$ cat src/rtl/vending_pkg.sv
// rtl/vending_pkg.sv - shared state codes, coin encodings and credit ops for the vending sequencer
package vending_pkg;

    localparam int DEFAULT_PRICE = 7;

    // Codes are chosen so the downstream decoder yields the right A/P per state
    typedef enum logic [2:0] {
        ST_BOOT    = 3'b000,
        ST_IDLE    = 3'b011,
        ST_COLLECT = 3'b111,
        ST_VEND    = 3'b100,
        ST_CHANGE  = 3'b110
    } state_t;

    typedef enum logic [1:0] {
        COIN_NICKEL  = 2'b00,
        COIN_DIME    = 2'b01,
        COIN_QUARTER = 2'b10,
        COIN_INVALID = 2'b11
    } coin_t;

    typedef enum logic [2:0] {
        CR_HOLD     = 3'd0,
        CR_CLEAR    = 3'd1,
        CR_LOAD     = 3'd2,
        CR_ADD      = 3'd3,
        CR_ADD_VEND = 3'd4,
        CR_DEC      = 3'd5
    } credit_op_t;

    function automatic logic [2:0] coin_value(input logic [1:0] ct);
        case (ct)
            COIN_NICKEL:  coin_value = 3'd1;
            COIN_DIME:    coin_value = 3'd2;
            COIN_QUARTER: coin_value = 3'd5;
            default:      coin_value = 3'd0;
        endcase
    endfunction

endpackage

$ cat src/rtl/vending_credit_acc.sv
// rtl/vending_credit_acc.sv - credit register in nickels with add, vend, load, clear and decrement ops
module vending_credit_acc
    import vending_pkg::*;
#(
    parameter int PRICE    = DEFAULT_PRICE,
    parameter int CREDIT_W = 4
) (
    input  logic                clk,
    input  logic                rst_n,
    input  credit_op_t          op,
    input  logic [CREDIT_W-1:0] operand,
    output logic [CREDIT_W-1:0] credit,
    output logic [CREDIT_W-1:0] sum
);

    localparam logic [CREDIT_W-1:0] PRICE_C = CREDIT_W'(PRICE);
    localparam logic [CREDIT_W-1:0] ONE_C   = CREDIT_W'(1);

    always_comb begin
        sum = credit + operand;
    end

    always_ff @(posedge clk or negedge rst_n) begin
        if (!rst_n) begin
            credit <= '0;
        end else begin
            case (op)
                CR_CLEAR:    credit <= '0;
                CR_LOAD:     credit <= operand;
                CR_ADD:      credit <= sum;
                CR_ADD_VEND: credit <= sum - PRICE_C;
                CR_DEC:      credit <= credit - ONE_C;
                default:     credit <= credit;
            endcase
        end
    end

endmodule

$ cat src/rtl/vending_machine_sequencer.sv
// rtl/vending_machine_sequencer.sv - vending machine next-state sequencer driving the S2..S0 state code
module vending_machine_sequencer
    import vending_pkg::*;
#(
    parameter int PRICE    = DEFAULT_PRICE,
    parameter int CREDIT_W = 4
) (
    input  logic                clk,
    input  logic                rst_n,
    input  logic                coin_valid,
    input  logic [1:0]          coin_type,
    input  logic                cancel,
    input  logic                dispense_done,
    input  logic                A,
    input  logic                P,
    output logic                S2,
    output logic                S1,
    output logic                S0,
    output logic [CREDIT_W-1:0] credit,
    output logic                coin_reject,
    output logic                change_pulse
);

    localparam logic [CREDIT_W-1:0] PRICE_C = CREDIT_W'(PRICE);
    localparam logic [CREDIT_W-1:0] ONE_C   = CREDIT_W'(1);

    state_t              state;
    state_t              next_state;
    credit_op_t          op;
    logic                coin_ok;
    logic [CREDIT_W-1:0] coin_nickels;
    logic [CREDIT_W-1:0] sum;

    assign {S2, S1, S0} = state;

    // A gates acceptance so a broken decoder cannot let coins in outside IDLE/COLLECT
    assign coin_ok      = coin_valid & A & (coin_type != COIN_INVALID);
    assign coin_nickels = CREDIT_W'(coin_value(coin_type));

    vending_credit_acc #(
        .PRICE    (PRICE),
        .CREDIT_W (CREDIT_W)
    ) u_credit_acc (
        .clk     (clk),
        .rst_n   (rst_n),
        .op      (op),
        .operand (coin_nickels),
        .credit  (credit),
        .sum     (sum)
    );

    always_comb begin
        next_state = state;
        op         = CR_HOLD;
        case (state)
            ST_BOOT: begin
                next_state = ST_IDLE;
                op         = CR_CLEAR;
            end
            ST_IDLE: begin
                if (coin_ok) begin
                    if (coin_nickels >= PRICE_C) begin
                        next_state = ST_VEND;
                        op         = CR_ADD_VEND;
                    end else begin
                        next_state = ST_COLLECT;
                        op         = CR_LOAD;
                    end
                end else begin
                    op = CR_CLEAR;
                end
            end
            ST_COLLECT: begin
                if (coin_ok && cancel) begin
                    // Coin arriving with cancel is refunded along with existing credit
                    next_state = ST_CHANGE;
                    op         = CR_ADD;
                end else if (coin_ok) begin
                    if (sum >= PRICE_C) begin
                        next_state = ST_VEND;
                        op         = CR_ADD_VEND;
                    end else begin
                        op = CR_ADD;
                    end
                end else if (cancel && credit != '0) begin
                    next_state = ST_CHANGE;
                end
            end
            ST_VEND: begin
                if (dispense_done && P) begin
                    next_state = (credit != '0) ? ST_CHANGE : ST_IDLE;
                end
            end
            ST_CHANGE: begin
                if (credit <= ONE_C) begin
                    next_state = ST_IDLE;
                    op         = CR_CLEAR;
                end else begin
                    op = CR_DEC;
                end
            end
            default: begin
                next_state = ST_BOOT;
                op         = CR_CLEAR;
            end
        endcase
    end

    always_ff @(posedge clk or negedge rst_n) begin
        if (!rst_n) begin
            state        <= ST_BOOT;
            coin_reject  <= 1'b0;
            change_pulse <= 1'b0;
        end else begin
            state        <= next_state;
            coin_reject  <= coin_valid & ~coin_ok;
            change_pulse <= (next_state == ST_CHANGE);
        end
    end

endmodule

$ cat config.mk
export PLATFORM = sky130hd
export DESIGN_NAME = vending_machine_sequencer
export DESIGN_NICKNAME = d
export VERILOG_FILES = /design/src/rtl/vending_pkg.sv /design/src/rtl/vending_credit_acc.sv /design/src/rtl/vending_machine_sequencer.sv
export SDC_FILE = /design/constraint.sdc
export NUM_CORES = 1
export LEC_CHECK = 0
export BUFFER_PORTS_ARGS = -buffer_cell sky130_fd_sc_hd__buf_4
export CAP_MARGIN = 40
export CORE_MARGIN = 4
export CORE_UTILIZATION = 40
export CTS_BUF_LIST = sky130_fd_sc_hd__clkbuf_4 sky130_fd_sc_hd__clkbuf_8
export CTS_CLUSTER_SIZE = 20
export DETAILED_ROUTE_END_ITERATION = 10
export PLACE_DENSITY = 0.7
export SETUP_SLACK_MARGIN = 0.1
export SLEW_MARGIN = 25
export SYNTH_ARGS = -nofsm -noshare
export SYNTH_HDL_FRONTEND = slang
export SYNTH_SLANG_ARGS = --single-unit
export TNS_END_PERCENT = 30
$ cat constraint.sdc
create_clock -name clk -period 2.55 [get_ports clk]
set_input_delay 0.1275 -clock clk [delete_from_list [all_inputs] [get_ports clk]]
set_output_delay 0.1275 -clock clk [all_outputs]
set_load 0.02 [all_outputs]
* Word-level counts from Yosys, hierarchy flattened
Cells that the tools add are included.
** Operators by class
- $add $sub $neg :: 3
- Magnitude comparators :: 3
- Equal/unequal tests :: 13
- Multiplexer cells :: 19
- Bitwise logic cells :: 4
- Reductions and logical operators :: 7
** Operators with widths (count)
- two-way mux 3 bit :: 14
- one-hot mux 4 bit (5 select lines) :: 1
- equality test 3 bit, second input constant :: 6
- one-hot mux 3 bit (5 select lines) :: 1
- one-hot mux 3 bit (4 select lines) :: 1
- equality test 3 x 2 -> 1 bit, second input constant :: 3
- one-hot mux 3 bit (3 select lines) :: 1
- nonzero test 5 bit :: 1
- adder 4 x 3 -> 4 bit :: 1
- greater-or-equal comparator 4 x 3 -> 1 bit, second input constant :: 1
- less-or-equal comparator 4 x 1 -> 1 bit, second input constant :: 1
- nonzero test 4 bit :: 1
- subtractor 4 x 1 -> 4 bit, second input constant :: 1
- subtractor 4 x 3 -> 4 bit, second input constant :: 1
- AND 1 bit :: 3
- equality test 3 x 1 -> 1 bit, second input constant :: 1
- greater-or-equal comparator 3 bit, second input constant :: 1
- logical AND 1 bit :: 3
- zero test 3 bit :: 1
- equality test 2 x 1 -> 1 bit, second input constant :: 1
- equality test 2 bit, second input constant :: 1
- zero test 2 bit :: 1
- two-way mux 2 bit :: 1
- != test 2 bit, second input constant :: 1
- inverter 1 bit :: 1
** Storage, ports and cells
- Flip-flop bits (word level) :: 9
- Output and inout bits :: 9
- Word-level logic and storage cells :: 53

* Longest topological paths before layout
- Depth in word-level cells :: 10
- Depth in mapped cells :: 11
- Mapped depth without buffers :: 11

* Modules after synthesis
A second synthesis with hierarchy kept.
** Unflattened totals
- Cell total of the unflattened synthesis :: 112
- Area total of the unflattened synthesis :: 942.2 um^2
** By module, submodules not included
- vending_credit_acc :: times used 1, cells an instance 64, area each 529.3 um^2
- vending_machine_sequencer :: times used 1, cells an instance 48, area each 412.9 um^2

* Least setup slack after synthesis
Ideal clock, no wire load.
- Path type :: reg-to-reg
- Start point :: register u_credit_acc.credit[0]
- End point :: register change_pulse
- Library setup time :: 0.136 ns
- Arrival time :: 2.331 ns
- Required time :: 2.414 ns
- Slack :: 0.083 ns
- Cell stages (with the launch flop) :: 10
- Buffers on the path :: 0
- Period minus slack after synthesis :: 2.467 ns
- Path through :: dfrtp_1 ha_1 inv_1 fa_1 inv_1 ha_1 a32oi_2 nand3_1 o311ai_0 nor2b_1
** On the way
- Word-level cells in the longest chain between the ends :: 7
** Ends and longest elaborated chain
- start: declaration :: RTL line vending_credit_acc.sv:12 : output logic [CREDIT_W-1:0] credit,
- start signal: assignment :: RTL line vending_credit_acc.sv:29 : CR_LOAD: credit <= operand;
- start signal: assignment :: RTL line vending_credit_acc.sv:30 : CR_ADD: credit <= sum;
- start signal: assignment :: RTL line vending_credit_acc.sv:31 : CR_ADD_VEND: credit <= sum - PRICE_C;
- adder 4 x 3 -> 4 bit / nonzero test 4 bit (equally long branches) :: RTL line vending_credit_acc.sv:20, vending_machine_sequencer.sv:85, vending_machine_sequencer.sv:91
- greater-or-equal comparator 4 x 3 -> 1 bit / logical AND 1 bit (equally long branches) :: RTL line vending_machine_sequencer.sv:79, vending_machine_sequencer.sv:85
- two-way mux 3 bit (on tied branches) :: RTL line vending_machine_sequencer.sv:79, vending_machine_sequencer.sv:85
- two-way mux 3 bit :: RTL line vending_machine_sequencer.sv:78 : end else if (coin_ok) begin
- two-way mux 3 bit :: RTL line vending_machine_sequencer.sv:74 : if (coin_ok && cancel) begin
- one-hot mux 3 bit (5 select lines) (*) :: RTL line vending_machine_sequencer.sv:55 : case (state)
- named net next_state[0] :: RTL line vending_machine_sequencer.sv:28 : state_t next_state;
- equality test 3 bit (*) :: RTL line vending_machine_sequencer.sv:117 : change_pulse <= (next_state == ST_CHANGE);
- end signal: assignment :: RTL line vending_machine_sequencer.sv:117
- end: declaration :: RTL line vending_machine_sequencer.sv:21 : output logic change_pulse
Mark *: on every way through the listed nets, which the timed path passes. The rest lies on a longest branch.
A chain may end at the register's enable or synchronous reset.

* Final worst setup path
- Start point :: register u_credit_acc.credit[0]
- End point :: register u_credit_acc.credit[1]
** On the way
- Word-level cells in the longest chain between the ends :: 8
** Ends and longest elaborated chain
- adder 4 x 3 -> 4 bit :: RTL line vending_credit_acc.sv:20 : sum = credit + operand;
- greater-or-equal comparator 4 x 3 -> 1 bit :: RTL line vending_machine_sequencer.sv:79 : if (sum >= PRICE_C) begin
- two-way mux 3 bit :: RTL line vending_machine_sequencer.sv:79
- two-way mux 3 bit :: RTL line vending_machine_sequencer.sv:78
- two-way mux 3 bit :: RTL line vending_machine_sequencer.sv:74
- one-hot mux 3 bit (4 select lines) :: RTL line vending_machine_sequencer.sv:55
- equality test 3 bit (tied with other cells) :: RTL line vending_credit_acc.sv:27 : case (op)
- one-hot mux 4 bit (5 select lines) / nonzero test 5 bit (equally long branches)
Several ways; a longest one is shown, not always the timed one.

==> flow_summary.toml <==
[status]
status = "complete, no violations"

[run]
drv_cap = 0

[clock_tree]
clockBufferDepth = 2
cts-buffers-inserted = 3
htree_levels = 1
cts_tree = "built"
cts.sinks = 9
clkTransAtPathRegs_ps = 70
clk-insertion-delay-late_ps = 270
cts-root-buf = "clkbuf_4"

[worst_setup_path]
cp.required_ps = 2700
arrival_ps = 2520
cp-startpoint = "u_credit_acc.credit[0]$_DFFE_PN0P_"
crit_path_end_kind = "flip-flop"
r2r_slack_ps = 180
r2r-end = "u_credit_acc.credit[1]$_DFFE_PN0P_"
path_max_fanout = 6
cp-start-kind = "flip-flop"
r2r_cells = 10
crit_end = "u_credit_acc.credit[1]$_DFFE_PN0P_"
criticalPathCategory = "flip-flop to flip-flop"
r2r_start = "u_credit_acc.credit[0]$_DFFE_PN0P_"

[min_path]
min_path_type = "input port to flip-flop"

[grt]
grt_start_max_net_pins = 17
grt_pass1_vias = 874
grt_pass1_wl_mm = 4.07
grt_usage_pct = 15.9
antenna_found_initial = 0
grt_overflow = 0

[floorplan]
io_pins = 18
die_x_um = 56.3
fp.coreArea_mm2 = 0.00221
num_rows = 17
start_util_pct = 42.2
dieArea_mm2 = 0.00317
die_y_um = 56.3

[placed_design]
dp.cells = 151
dp_hpwl_mm = 2.00
pre_cts_ws_ps = 104
port_buffers = 17
gp_congestion = 0.922

[power_and_ir_drop]
p_leak_nw = 0.530
vdd_ir_drop_max_v = 0.000454
power-per-cell-area_mw_per_mm2 = 666
finalPower_w = 0.000795

[yosys]
synth_top_area_share_pct = 24.1
ys_seq_area_share_pct = 24.1
synth_cells = 107
ys_top_cells_by_area = "dfrtp_1, ha_1, nand2b_1"
yosys_warnings = 0
synth-edff-count = 0
ys_ff_latch = 9
syn_avg_cell_area_um2 = 8.72
syn_nets = 124
netlist_top_cells_count = "dfrtp_1, nand2b_1, ha_1, inv_1, nor2_1"
async_reset_ff_share_pct = 100
synth_ff_type = "dfrtp_1"
syn_area_um2 = 933
yosysTopAreaCell = "dfrtp_1"
ys_types = 45

[sta]
setup_viol = 0
min_period_ps = 2370
hold_viol = 0
max_freq_mhz = 422
setup_tns_ps = 0
max_slew.worst_pin.slew_ps = 466
drv_slew = 0
slew_headroom_pct = 68.9
hold_slack_ps = 128
finClkSkew_ps = 4.09
rsz0062_at_grt = "yes"
layout_setup_ws_ps = 182
fin_crit_sh_pct = 92.9

[detailed_routing]
finalWirelength_mm = 2.61
drt-initial-drc-count = 29
vias = 947
detail_route.wl_per_cell_um = 16.3
routed_via_density = 5.92
drc = 0
detail-route-antenna-nets = 0
drt-pass1-iter-count = 4

[cells_and_area]
fill_cells = 211
final_layout_size_suffix_gt1_share_pct = 33.3
area_delta_synth_final_pct = 27.7
nets = 150
diodes = 0
fin_cells = 160
registers in the layout, summed over array words and instances, names as in the netlist:
signal,count
u_credit_acc.credit,4
state,3
change_pulse,1
coin_reject,1
worst min-delay path by stage:
stage,startpoint,end,slack (ps),cells after the start
2_1_floorplan,rst_n,change_pulse$_DFF_PN0_,-170,0
3_3_place_gp,rst_n,state[2]$_DFF_PN0_,-40,1
3_5_place_dp,rst_n,state[2]$_DFF_PN0_,-40,1
4_1_cts,coin_valid,coin_reject$_DFF_PN0_,120,2
5_1_grt,coin_valid,coin_reject$_DFF_PN0_,140,2
6_report,coin_valid,coin_reject$_DFF_PN0_,130,2
timing repair:
item                                    in CTS  in global routing
buffers inserted                             1                  3
pin swaps                                    1                  7
gates resized for setup                      4                  4
hold endpoints to repair                     9                  0
hold buffers                                 1                  0
endpoints found under the setup margin       2                  3
worst max-delay path: stages, from the launching register on:
cell and delay, ps:
dfrtp_2 410, ha_2 190, inv_2 50, fa_1 450, inv_2 100, ha_4 140, nand2b_1 60, a21o_1 190
a31oi_4 290, nor3_2 80, a311o_1 280
layer usage:
layer  GRT usage, %  wire length [µm]  vias up
met5              0                 0        -
met4           5.76                19        0
met3          0.920               174        2
met2           27.2              1320       35
met1           20.8              1100      455
li1               -                 -      455
area by class of cell:
cell class	instances	area [µm²]	share of cell area (%)
Clock buffer	4	30.0	2.52
Inverter	7	26.3	2.20
Multi-Input combinational cell	87	684	57.4
Sequential cell	9	226	19.0
Tap cell	28	35.0	2.94
Timing Repair Buffer	25	190	15.9
where the power goes:
| part | internal (W) | total, W | switching, W | leakage [nW] |
|---|---|---|---|---|
| registers | 0.000176 | 0.000256 | 0.0000803 | 0.116 |
| logic | 0.000195 | 0.000413 | 0.000218 | 0.395 |
| clock network | 0.0000711 | 0.000125 | 0.0000542 | 0.0184 |
kinds of logic (layout without fill, tap and decap cells):
logic type	count (synthesis)	in the layout	synth area share (%)
flip-flops	9	9	24.1
multiplexers	3	3	3.89
adder cells (fa/ha/maj)	8	8	11.5
buffers and inverters	11	36	5.50
AO/OA/AOI/OAI	33	33	29.5
AND/OR/NAND/NOR	40	40	22.7
XOR/XNOR	3	3	2.82
metrics by stage:
step                utilization, %  instance area, µm²
floorplan                        -                 935
global placement              49.5                1090
detailed placement            49.5                1090
CTS                           52.1                1150
global route                  53.9                1190
finish                        53.9                1190
placed cells by master (no fill, tap or decap), types with 4 or more instances in the layout:
| master | synthesis | final |
|---|---|---|
| dfrtp_1 | 9 | 8 |
| nand2b_1 | 9 | 9 |
| nand2_1 | 6 | 6 |
| clkbuf_4 | 0 | 4 |
| nand3_1 | 4 | 4 |
| ha_1 | 7 | 5 |
| inv_1 | 7 | 5 |
| buf_4 | 0 | 24 |
| a21oi_1 | 5 | 5 |
| nor2_1 | 7 | 7 |
No activity file was read; power rests on OpenSTA's default activity.
